==> src/rtl/mult_if.sv <==
// Handshake and result bus between the control unit and the Hi/Lo multiplier.
// MULT_MULTU_EN adds the mult_unsigned select for MULTU.
interface mult_if;
  logic        mult_start;
  logic [31:0] A;
  logic [31:0] B;
`ifdef MULT_MULTU_EN
  logic        mult_unsigned;
`endif
  logic        mult_done;
  logic [31:0] Hi;
  logic [31:0] Lo;

`ifdef MULT_MULTU_EN
  modport master (output mult_start, A, B, mult_unsigned, input mult_done, Hi, Lo);
  modport slave  (input mult_start, A, B, mult_unsigned, output mult_done, Hi, Lo);
`else
  modport master (output mult_start, A, B, input mult_done, Hi, Lo);
  modport slave  (input mult_start, A, B, output mult_done, Hi, Lo);
`endif
endinterface

==> src/rtl/mult.sv <==
// Sequential 32x32 radix-2 Booth multiplier writing Hi/Lo after 32 steps.
// MULT_MULTU_EN adds an unsigned add-shift mode selected at start.
module mult (
  input  logic  clk,
  input  logic  reset,
  mult_if.slave bus
);
  typedef enum logic [1:0] {IDLE, RUN, DONE} state_t;

  state_t      state_q;
  logic [5:0]  cnt_q;
  logic [32:0] acc_q, m_q;
  logic [31:0] q_q;
  logic        qm1_q;
  logic [31:0] hi_q, lo_q;
  logic        done_q;
`ifdef MULT_MULTU_EN
  logic        uns_q;
  logic [33:0] usum;
`endif

  logic [32:0] sum_d, acc_d, m_ld;
  logic [31:0] q_d;
  logic        qm1_d;

  // One recurrence step: optional add/sub, then shift {ACC, Q, q-1} right.
  always_comb begin
    sum_d = acc_q;
    case ({q_q[0], qm1_q})
      2'b01:   sum_d = acc_q + m_q;
      2'b10:   sum_d = acc_q - m_q;
      default: sum_d = acc_q;
    endcase
    acc_d = {sum_d[32], sum_d[32:1]};
    q_d   = {sum_d[0], q_q[31:1]};
    qm1_d = q_q[0];
    m_ld  = {bus.A[31], bus.A};
`ifdef MULT_MULTU_EN
    usum = {1'b0, acc_q} + (q_q[0] ? {1'b0, m_q} : 34'd0);
    if (uns_q) begin
      acc_d = usum[33:1];
      q_d   = {usum[0], q_q[31:1]};
    end
    if (bus.mult_unsigned) m_ld = {1'b0, bus.A};
`endif
  end

  always_ff @(posedge clk or negedge reset) begin
    if (!reset) begin
      state_q <= IDLE;
      cnt_q   <= '0;
      acc_q   <= '0;
      m_q     <= '0;
      q_q     <= '0;
      qm1_q   <= 1'b0;
      hi_q    <= '0;
      lo_q    <= '0;
      done_q  <= 1'b0;
`ifdef MULT_MULTU_EN
      uns_q   <= 1'b0;
`endif
    end else begin
      done_q <= 1'b0;
      // A start in any state (re)loads; in RUN this aborts the product in flight.
      if (bus.mult_start) begin
        state_q <= RUN;
        cnt_q   <= 6'd32;
        acc_q   <= '0;
        m_q     <= m_ld;
        q_q     <= bus.B;
        qm1_q   <= 1'b0;
`ifdef MULT_MULTU_EN
        uns_q   <= bus.mult_unsigned;
`endif
      end else begin
        case (state_q)
          RUN: begin
            acc_q <= acc_d;
            q_q   <= q_d;
            qm1_q <= qm1_d;
            cnt_q <= cnt_q - 6'd1;
            if (cnt_q == 6'd1) begin
              hi_q    <= acc_d[31:0];
              lo_q    <= q_d;
              done_q  <= 1'b1;
              state_q <= DONE;
            end
          end
          DONE:    state_q <= IDLE;
          default: state_q <= IDLE;
        endcase
      end
    end
  end

  assign bus.mult_done = done_q;
  assign bus.Hi        = hi_q;
  assign bus.Lo        = lo_q;
endmodule
==> src/flat_wrapper.sv <==
// flat-port wrapper written by rule: the top's interface ports become plain ports
module mult_flat 
  (clk, reset, bus_mult_start, bus_A, bus_B, bus_mult_done, bus_Hi, bus_Lo);
  mult_if bus_i ();
  input  logic clk;
  input  logic reset;
  input wire logic [$bits(bus_i.mult_start)-1:0] bus_mult_start;
  input wire logic [$bits(bus_i.A)-1:0] bus_A;
  input wire logic [$bits(bus_i.B)-1:0] bus_B;
  output wire logic [$bits(bus_i.mult_done)-1:0] bus_mult_done;
  output wire logic [$bits(bus_i.Hi)-1:0] bus_Hi;
  output wire logic [$bits(bus_i.Lo)-1:0] bus_Lo;
  assign bus_i.mult_start = bus_mult_start;
  assign bus_i.A = bus_A;
  assign bus_i.B = bus_B;
  assign bus_mult_done = bus_i.mult_done;
  assign bus_Hi = bus_i.Hi;
  assign bus_Lo = bus_i.Lo;
  mult u_core (.clk(clk), .reset(reset), .bus(bus_i));
endmodule
==> config.mk <==
export PLATFORM = sky130hd
export DESIGN_NAME = mult_flat
export DESIGN_NICKNAME = d
export VERILOG_FILES = /design/src/rtl/mult_if.sv /design/src/rtl/mult.sv /design/src/flat_wrapper.sv
export SDC_FILE = /design/constraint.sdc
export NUM_CORES = 1
export LEC_CHECK = 0
export BUFFER_PORTS_ARGS = -buffer_cell sky130_fd_sc_hd__buf_2
export CELL_PAD_IN_SITES_DETAIL_PLACEMENT = 1
export CELL_PAD_IN_SITES_GLOBAL_PLACEMENT = 1
export CORE_ASPECT_RATIO = 0.75
export CORE_MARGIN = 10
export CORE_UTILIZATION = 35
export CTS_CLUSTER_SIZE = 14
export DETAILED_ROUTE_END_ITERATION = 8
export GPL_ROUTABILITY_DRIVEN = 0
export PLACE_DENSITY_LB_ADDON = 0.1
export SLEW_MARGIN = 5
export SYNTH_ARGS = -nofsm -noshare
export SYNTH_HDL_FRONTEND = slang
export SYNTH_SLANG_ARGS = --single-unit
==> constraint.sdc <==
create_clock -name clk -period 4.23 [get_ports clk]
set_input_delay 0.846 -clock clk [delete_from_list [all_inputs] [get_ports clk]]
set_output_delay 0.846 -clock clk [all_outputs]
set_load 0.01 [all_outputs]
==> results_tabular.tex, run 1 <==
\begin{tabular}{lr}
\hline
Metric & Value \\
\hline
\multicolumn{2}{l}{\textbf{Global routing}} \\
\quad Total congestion overflow after global routing & 0 \\
\quad Overall track demand over capacity in global routing & 0.1690 \\
\quad Number of global-route vias before repair & 8508 \\
\quad Number of antenna violations at the first check in global routing & 0 \\
\quad First-pass GRT wire length & 46.78 mm \\
\quad Maximum number of pins on one net before global-route repair & 68 \\
\multicolumn{2}{l}{\textbf{Clocking}} \\
\quad Sink count of the clock tree & 170 \\
\quad H-tree levels & 4 \\
\quad Cts bufs inserted & 17 \\
\quad CTS root buf & sky130\_fd\_sc\_hd\_\_clkbuf\_16 \\
\quad CTS tree & done \\
\quad Clock edge transition at the registers on the reported setup and hold paths & approximately 0.07 ns \\
\quad Maximum buffer depth of the clock tree & 2 \\
\quad Skew-Pair Late Insertion Delay & 0.44 ns \\
\quad Number of buffers inserted by hold repair at cts & 0 \\
\multicolumn{2}{l}{\textbf{Power and ir drop}} \\
\quad Power per unit of standard cell area & between 600 and 700 mW/mm\^{}2 \\
\quad PnR Total Power & 8032 uW \\
\quad Worst supply voltage drop on vdd & 0.0003264 V \\
\quad Leakage power total & around 0.0056 uW \\
\multicolumn{2}{l}{\textbf{STA}} \\
\quad Setup repair after global routing missed its margin & true \\
\quad Maximum achievable frequency & between 200 and 250 MHz \\
\quad Final max-slew violation count & 0 \\
\quad Final setup violation count & 0 \\
\quad Setup skew after layout & 0.01472 ns \\
\quad Transition time of the tightest slew-check pin & 0.7742 ns \\
\quad Worst slack on hold paths & approximately 0.41 ns \\
\quad Final min period & 4.167 ns \\
\quad Minimum setup slack in the final design & 0.06275 ns \\
\quad Normalized max-slew margin & 0.4839 \\
\quad Period utilisation layout & 0.9852 \\
\quad Final hold violations & 0 \\
\multicolumn{2}{l}{\textbf{Logic synthesis}} \\
\quad Share of the yosys chip area belonging to registers & 0.4487 \\
\quad Synth Net Count & 1143 \\
\quad Syn avg cell area & just over 9 um\^{}2 \\
\quad Total number of yosys warnings & 0 \\
\quad Syn Std Cell Area & 0.009482 mm\^{}2 \\
\quad Main synth FF type & sky130\_fd\_sc\_hd\_\_dfrtp\_1 \\
\quad Cell count after synthesis & 1039 \\
\quad Count of cell types in the netlist & 75 \\
\quad Async S/R FF share, synth & 1.000 \\
\quad Top cell type by total area after synthesis & sky130\_fd\_sc\_hd\_\_dfrtp\_1 \\
\quad Count of flip-flops with a built-in enable after synthesis & 0 \\
\quad Synth top area cells & sky130\_fd\_sc\_hd\_\_dfrtp\_1 45\%, sky130\_fd\_sc\_hd\_\_nand2\_1 8.0\%, sky130\_fd\_sc\_hd\_\_ha\_1 4.8\% \\
\quad Flip-flop and latch count after synthesis & 170 \\
\quad Top cell type's share of synthesized area & 0.4487 \\
\multicolumn{2}{l}{\textbf{Detailed routing}} \\
\quad Antenna-violating nets left & 0 \\
\quad 1st-iter DRT viols & 294 \\
\quad Via count & 8095 \\
\quad Mean number of vias per cell & a little over 5 \\
\quad DRC violations left & 0 \\
\quad Post-detailed-routing wire length & 29.14 mm \\
\quad Number of detailed-route iterations in the first pass & 4 \\
\quad Post-detailed-route wirelength per cell & 18.48 um \\
\multicolumn{2}{l}{\textbf{Final layout}} \\
\quad Top library cells by usage in the layout, fill and taps aside & 200 x sky130\_fd\_sc\_hd\_\_nand2\_1, 170 x sky130\_fd\_sc\_hd\_\_dfrtp\_1, 129 x sky130\_fd\_sc\_hd\_\_buf\_2 \\
\quad Area of all placed cells without fillers & roughly 0.012 mm\^{}2 \\
\quad Post-route non-filler standard cell count & 1577 \\
\quad Most common library cell in the layout ignoring fill and taps & sky130\_fd\_sc\_hd\_\_nand2\_1 \\
\quad Register area & 0.004254 mm\^{}2 \\
\quad Area occupied by multi-input gates & approximately 0.0052 mm\^{}2 \\
\quad Post-layout nets & approximately 1300 \\
\quad Share of cells above drive strength 1 & 0.2928 \\
\quad Filler cells & 3111 \\
\quad N\_diodes & 0 \\
\quad Area growth, synth to finish & 25.71\% \\
\multicolumn{2}{l}{\textbf{Flow run}} \\
\quad Max cap viols & 0 \\
\multicolumn{2}{l}{\textbf{Floorplanning}} \\
\quad Die ar. & $\sim$0.034 mm\^{}2 \\
\quad Number of standard-cell rows in the floorplan & 52 \\
\quad I/O pin total & 132 \\
\quad Die width & 210.1 um \\
\quad Total core area & 0.02681 mm\^{}2 \\
\quad Die boundary height & approximately 160 um \\
\quad Initial Util & 0.3537 \\
\multicolumn{2}{l}{\textbf{Setup path}} \\
\quad Crit. End Element & flop \\
\quad Data arrival time at the worst-slack endpoint & 4.52 ns \\
\quad Terminus of the critical flop-to-flop path & u\_core.acc\_q[24] \\
\quad Internal reg-to-reg setup slack & around 0.063 ns \\
\quad Worst Setup Path Type & reg -> reg \\
\quad Startpoint types & flop \\
\quad Required @ worst endpoint & around 4.6 ns \\
\quad FF-to-FF Start & u\_core.m\_q[3] \\
\quad Worst Reg-to-Reg Cells & 16 \\
\quad Highest net fanout along the worst path & 5 \\
\multicolumn{2}{l}{\textbf{Place}} \\
\quad HPWL Detailed & about 21 mm \\
\quad Placement Setup Slack & -0.08252 ns \\
\quad \# placed instances & 1538 \\
\quad Placed Instance Area & 0.01093 mm\^{}2 \\
\quad Count of buffers inserted at the top-level ports & 131 \\
\multicolumn{2}{l}{\textbf{Worst hold path}} \\
\quad Type of the worst min-delay path & in -> async \\
\multicolumn{2}{l}{\textbf{Status}} \\
\quad Result of the run & complete, no violations \\
\hline
\end{tabular}
==> worst max path at each step <==
stage	start	to	slack (ns)	cells after the start
floorplan	u_core.m_q[3]	u_core.acc_q[31]	0.007	19
CTS	u_core.m_q[5]	u_core.acc_q[31]	0.007	17
detailed placement	u_core.m_q[5]	u_core.acc_q[31]	-0.08	19
global route	u_core.m_q[3]	u_core.acc_q[31]	-0.19	17
finish	u_core.m_q[3]	u_core.acc_q[24]	0.06	16
global placement	u_core.m_q[5]	u_core.bus.Hi[27]	-0.02	18
==> sequential cells by signal, summed over array words and instances (netlist names) <==
register and cells:
u_core.bus.mult_done 1, u_core.state_q 2, u_core.bus.Hi 32, u_core.qm1_q 1, u_core.q_q 32, u_core.bus.Lo 32, u_core.cnt_q 6, u_core.m_q 32
u_core.acc_q 32
==> cells in the mapped netlist, types with 5 or more instances <==
master / count
sky130_fd_sc_hd__nand3_1: 9
sky130_fd_sc_hd__a211oi_1: 28
sky130_fd_sc_hd__xnor2_1: 51
sky130_fd_sc_hd__xor2_1: 12
sky130_fd_sc_hd__and3_1: 7
sky130_fd_sc_hd__a21oi_1: 72
sky130_fd_sc_hd__mux2i_1: 38
sky130_fd_sc_hd__clkbuf_1: 50
sky130_fd_sc_hd__nor3_1: 14
sky130_fd_sc_hd__nor2b_1: 8
sky130_fd_sc_hd__mux2_2: 27
sky130_fd_sc_hd__a31oi_1: 8
sky130_fd_sc_hd__a21o_1: 14
sky130_fd_sc_hd__nand2_1: 202
sky130_fd_sc_hd__ha_1: 36
sky130_fd_sc_hd__nor4_1: 6
sky130_fd_sc_hd__nor2_1: 87
sky130_fd_sc_hd__o21a_1: 8
sky130_fd_sc_hd__or3_1: 5
sky130_fd_sc_hd__inv_1: 24
sky130_fd_sc_hd__dfrtp_1: 170
sky130_fd_sc_hd__o21ai_0: 82
sky130_fd_sc_hd__nand2b_1: 5
==> layer usage <==
metal	GRT usage	share of wire	up-vias	routed length, um
li1	-	-	3949	-
met2	0.2745	0.48	70	14030
met3	0.03450	0.026	14	767
met5	0	0	-	0
met1	0.2272	0.48	4062	14110
met4	0.03817	0.0080	0	234
==> cells by family (layout without fill, tap and decap cells) <==
group / Yosys count / in the layout / share of synthesized area
buf+inv: 86 / 273 / 0.03774
xor+xnor: 63 / 63 / 0.05819
simple gates: 368 / 368 / 0.1712
compound gates: 250 / 250 / 0.1624
fa+ha+maj: 37 / 37 / 0.04962
flops: 170 / 170 / 0.4487
mux: 65 / 65 / 0.07218
==> metrics by stage <==
step	setup TNS, ns	util
4_1_cts	0	0.4304
2_1_floorplan	0	-
5_1_grt	-1.202	0.4446
3_3_place_gp	-0.01907	0.4076
6_report	0	0.4446
3_5_place_dp	-0.1604	0.4076
==> critical path: stages (launching register included) <==
cell and delay (ns):
sky130_fd_sc_hd__dfrtp_1 0.38, sky130_fd_sc_hd__or4_4 0.58, sky130_fd_sc_hd__nor3b_4 0.37, sky130_fd_sc_hd__and2_2 0.24
sky130_fd_sc_hd__a31oi_1 0.11, sky130_fd_sc_hd__xnor2_1 0.18, sky130_fd_sc_hd__ha_1 0.31, sky130_fd_sc_hd__a211oi_1 0.30
sky130_fd_sc_hd__o21ai_1 0.10, sky130_fd_sc_hd__buf_4 0.15, sky130_fd_sc_hd__nor2b_1 0.11, sky130_fd_sc_hd__o211a_1 0.25
sky130_fd_sc_hd__nor2_1 0.10, sky130_fd_sc_hd__a311oi_2 0.32, sky130_fd_sc_hd__xnor2_1 0.20, sky130_fd_sc_hd__mux2i_1 0.16
sky130_fd_sc_hd__a211oi_2 0.22
==> final cells by class <==
class / count / share of cell area
Sequential cell: 170 / 0.3569
Multi-Input combinational cell: 783 / 0.4392
Clock buffer: 20 / 0.03832
Timing Repair Buffer: 215 / 0.1110
Inverter: 26 / 0.008188
Tap cell: 351 / 0.03685
Clock inverter: 12 / 0.009553
==> power breakdown <==
part / internal [uW] / switching (uW)
sequential: 2060 / 359
clock: 848 / 703
combinational: 1830 / 2240
==> timing repair <==
action,in CTS,in global routing
buffers inserted,0,7
endpoints found under the setup margin,9,30
pin swaps,5,30
resized for setup,8,81
Note: power is estimated with default switching activity, not from simulation.
==> run 2: changes to the inputs <==
==> constraint.sdc (replaced) <==
create_clock -name clk -period 4.23 [get_ports clk]
set_input_delay 0.2115 -clock clk [delete_from_list [all_inputs] [get_ports clk]]
set_output_delay 0.2115 -clock clk [all_outputs]
set_load 0.01 [all_outputs]
==> run 2 against run 1 <==
Clock power grew 9%. Wire length grew 3.1%. Via count grew 2.6%. Count of clock-buffer cells in the layout shrank 3. Combinational power grew 1%. Global-route usage grew 0.64 points. Critical path depth grew 1. Hold slack lost 0.40 ns. Maximum frequency shrank 0.61%. Sequential share of layout area shrank 1.8 points. Final area grew 5.3%. Worst setup slack lost 0.026 ns. Largest cell class unchanged.
==> results_tabular.tex, run 2 (synthesized netlist as in run 1, its figures left out) <==
\begin{tabular}{lr}
\hline
Metric & Value \\
\hline
\multicolumn{2}{l}{\textbf{Status}} \\
\quad Result of the run & complete, no violations \\
\multicolumn{2}{l}{\textbf{Final layout}} \\
\quad N\_diodes & 0 (unchanged) \\
\quad Area of all placed cells without fillers & 0.01256 mm\^{}2 (+5.3\%) \\
\quad Area occupied by multi-input gates & 0.005205 mm\^{}2 (-0.57\%) \\
\quad Share of cells above drive strength 1 & 0.2801 (-0.01276) \\
\quad Filler cells & 3135 (+0.77\%) \\
\quad Most common library cell in the layout ignoring fill and taps & sky130\_fd\_sc\_hd\_\_nand2\_1 \\
\quad Area growth, synth to finish & 32.42\% \\
\quad Top library cells by usage in the layout, fill and taps aside & 201 x sky130\_fd\_sc\_hd\_\_nand2\_1, 170 x sky130\_fd\_sc\_hd\_\_dfrtp\_1, 129 x sky130\_fd\_sc\_hd\_\_buf\_2 \\
\quad Post-layout nets & 1380 (+4.8\%) \\
\quad Register area & 0.004254 mm\^{}2 (unchanged) \\
\multicolumn{2}{l}{\textbf{Clocking}} \\
\quad Sink count of the clock tree & 170 (unchanged) \\
\quad CTS tree & done \\
\quad H-tree levels & 4 (unchanged) \\
\quad Skew-Pair Late Insertion Delay & 0.45 ns (about the same) \\
\quad Clock edge transition at the registers on the reported setup and hold paths & 0.07 ns (about the same) \\
\quad Maximum buffer depth of the clock tree & 2 (unchanged) \\
\quad Cts bufs inserted & 17 (unchanged) \\
\quad CTS root buf & sky130\_fd\_sc\_hd\_\_clkbuf\_16 \\
\multicolumn{2}{l}{\textbf{Floorplanning}} \\
\quad Total core area & 0.02681 mm\^{}2 (unchanged) \\
\quad Die ar. & 0.03414 mm\^{}2 (unchanged) \\
\quad Initial Util & 0.3537 (unchanged) \\
\quad Die width & 210.1 um (unchanged) \\
\quad I/O pin total & 132 (unchanged) \\
\quad Die boundary height & 162.5 um (unchanged) \\
\quad Number of standard-cell rows in the floorplan & 52 (unchanged) \\
\multicolumn{2}{l}{\textbf{Global routing}} \\
\quad Total congestion overflow after global routing & 0 (unchanged) \\
\quad Number of antenna violations at the first check in global routing & 0 (unchanged) \\
\quad Maximum number of pins on one net before global-route repair & 93 (+37\%) \\
\quad First-pass GRT wire length & 48.55 mm (+3.8\%) \\
\quad Number of global-route vias before repair & 8956 (+5.3\%) \\
\quad Overall track demand over capacity in global routing & 0.1754 (+0.006438) \\
\multicolumn{2}{l}{\textbf{Power and ir drop}} \\
\quad Worst supply voltage drop on vdd & 0.0003024 V (-7.4\%) \\
\quad Power per unit of standard cell area & 654.9 mW/mm\^{}2 (-2.8\%) \\
\quad Leakage power total & 0.005914 uW (+4.8\%) \\
\quad PnR Total Power & 8223 uW (+2.4\%) \\
\multicolumn{2}{l}{\textbf{Setup path}} \\
\quad Required @ worst endpoint & 4.53 ns (-0.05 ns) \\
\quad Critical Path Most Common Cell & sky130\_fd\_sc\_hd\_\_a21o\_1 \\
\quad Data arrival time at the worst-slack endpoint & 4.49 ns (-0.03 ns) \\
\quad Highest net fanout along the worst path & 5 (unchanged) \\
\quad Worst path cell trace & or4\_4 -> nor3b\_4 -> nand2\_2 -> buf\_6 -> nor3\_4 -> nor2\_1 -> xnor2\_1 -> ha\_2 -> a21o\_1 -> a21oi\_1 -> o21ai\_0 -> a21o\_1 -> a221oi\_2 -> o21ai\_1 -> a41o\_1 -> xnor2\_2 -> a31oi\_1 \\
\quad Startpoint types & flop \\
\quad Critical path's largest stage delay & 0.56 ns (-0.02 ns) \\
\quad Slowest library cell on the worst path & sky130\_fd\_sc\_hd\_\_or4\_4 \\
\quad Crit. End Element & flop \\
\quad Worst Setup Path Type & reg -> reg \\
\multicolumn{2}{l}{\textbf{Detailed routing}} \\
\quad Post-detailed-routing wire length & 30.03 mm (+3.1\%) \\
\quad Antenna-violating nets left & 0 (unchanged) \\
\quad Post-detailed-route wirelength per cell & 18.31 um (-0.90\%) \\
\quad DRC violations left & 0 (unchanged) \\
\quad Number of detailed-route iterations in the first pass & 5 (+1) \\
\quad Mean number of vias per cell & 5.063 (-1.4\%) \\
\quad 1st-iter DRT viols & 306 (+4.1\%) \\
\quad Via count & 8304 (+2.6\%) \\
\multicolumn{2}{l}{\textbf{STA}} \\
\quad Setup repair after global routing missed its margin & true \\
\quad Period utilisation layout & 0.9912 (+0.006076) \\
\quad Minimum setup slack in the final design & 0.03705 ns (-0.02570 ns) \\
\quad Transition time of the tightest slew-check pin & 0.9047 ns (+0.1305 ns) \\
\quad Maximum achievable frequency & 238.5 MHz (-0.61\%) \\
\quad Final hold violations & 0 (unchanged) \\
\quad Final max-slew violation count & 0 (unchanged) \\
\quad Final min period & 4.193 ns (+0.02570 ns) \\
\quad Fin Setup TNS & 0 ns (unchanged) \\
\quad Normalized max-slew margin & 0.3969 (-0.08700) \\
\quad Final setup violation count & 0 (unchanged) \\
\quad Setup skew after layout & 0.02399 ns (+0.009265 ns) \\
\multicolumn{2}{l}{\textbf{Place}} \\
\quad Placement Setup Slack & -0.1418 ns (-0.05930 ns) \\
\quad Count of buffers inserted at the top-level ports & 131 (unchanged) \\
\quad Placed Instance Area & 0.01092 mm\^{}2 (about the same) \\
\quad HPWL Detailed & 20.77 mm (-2.3\%) \\
\multicolumn{2}{l}{\textbf{Flow run}} \\
\quad Max cap viols & 0 (unchanged) \\
\multicolumn{2}{l}{\textbf{Worst hold path}} \\
\quad Type of the worst min-delay path & in -> reg \\
\hline
\end{tabular}
-- run 2: cell types whose count changed in the layout (fill, tap and decap cells not counted), sizes merged --
cell and change:
inv +2, dlygate4sd3 +60, clkinvlp +2, buf +3
bufinv +2, clkinv -3, clkbuf -3
-- run 2: where the power goes --
part           switching, uW  internal (uW)  leakage [uW]
Combinational           2240           1880       0.00346
Clock                    746            943      0.000288
Sequential               360           2060       0.00217
-- run 2: stage by stage --
| stage | util | instances | hold slack, ns |
|---|---|---|---|
| floorplan | - | 1039 | -0.08409 |
| global placement | 0.4073 | 1537 | 0.3761 |
| detailed placement | 0.4073 | 1537 | 0.3879 |
| CTS | 0.4540 | 1630 | 0.001649 |
| global route | 0.4684 | 1640 | 0.01123 |
| finish | 0.4684 | 1640 | 0.007502 |
-- run 2: layout make-up --
class,instances,area share
clock buffers,17,0.03388
well taps,351,0.03498
clock inverters,15,0.01505
repair buffers,278,0.1550
multi-input cells,783,0.4145
inverters,26,0.007773
flip-flops and latches,170,0.3388
-- run 2: what timing repair did --
item / 4_1_cts / 5_1_grt
resized for setup: 6 / 75
pin swaps: 3 / 37
hold endpoints to repair: 150 / 0
hold buffers: 60 / 0
setup buffers: 1 / 10
endpoints found under the setup margin: 3 / 28
-- run 2: final timing paths --
check,start,endpoint,slack (ns),cells after the start
max,u_core.m_q[5],u_core.bus.Hi[30],0.04,17
min,bus_A[15],u_core.m_q[15],0.008,2
max reg2reg,u_core.m_q[5],u_core.bus.Hi[30],0.04,17
min reg2reg,u_core.bus.Lo[29],u_core.bus.Lo[29],0.47,2
max in group asynchronous,reset,u_core.m_q[24],2.87,3
min in group asynchronous,reset,u_core.bus.Lo[25],0.45,2
-- run 2: worst max-delay path: cells and delay by family, from the launching register on --
family / cells / cell delay (ns)
XOR/XNOR: 2 / 0.41
AO/OA/AOI/OAI: 8 / 1.39
flip-flops: 1 / 0.38
adder cells (fa/ha/maj): 1 / 0.33
buffers and inverters: 1 / 0.16
AND/OR/NAND/NOR: 5 / 1.39
-- run 2: routing by layer --
layer  up-vias  GRT usage  share of wire
met5         -          0              0
met4         0    0.03817         0.0078
met3        17    0.03545          0.031
met2        99     0.2873           0.48
met1      4121     0.2346           0.48
li1       4067          -              -
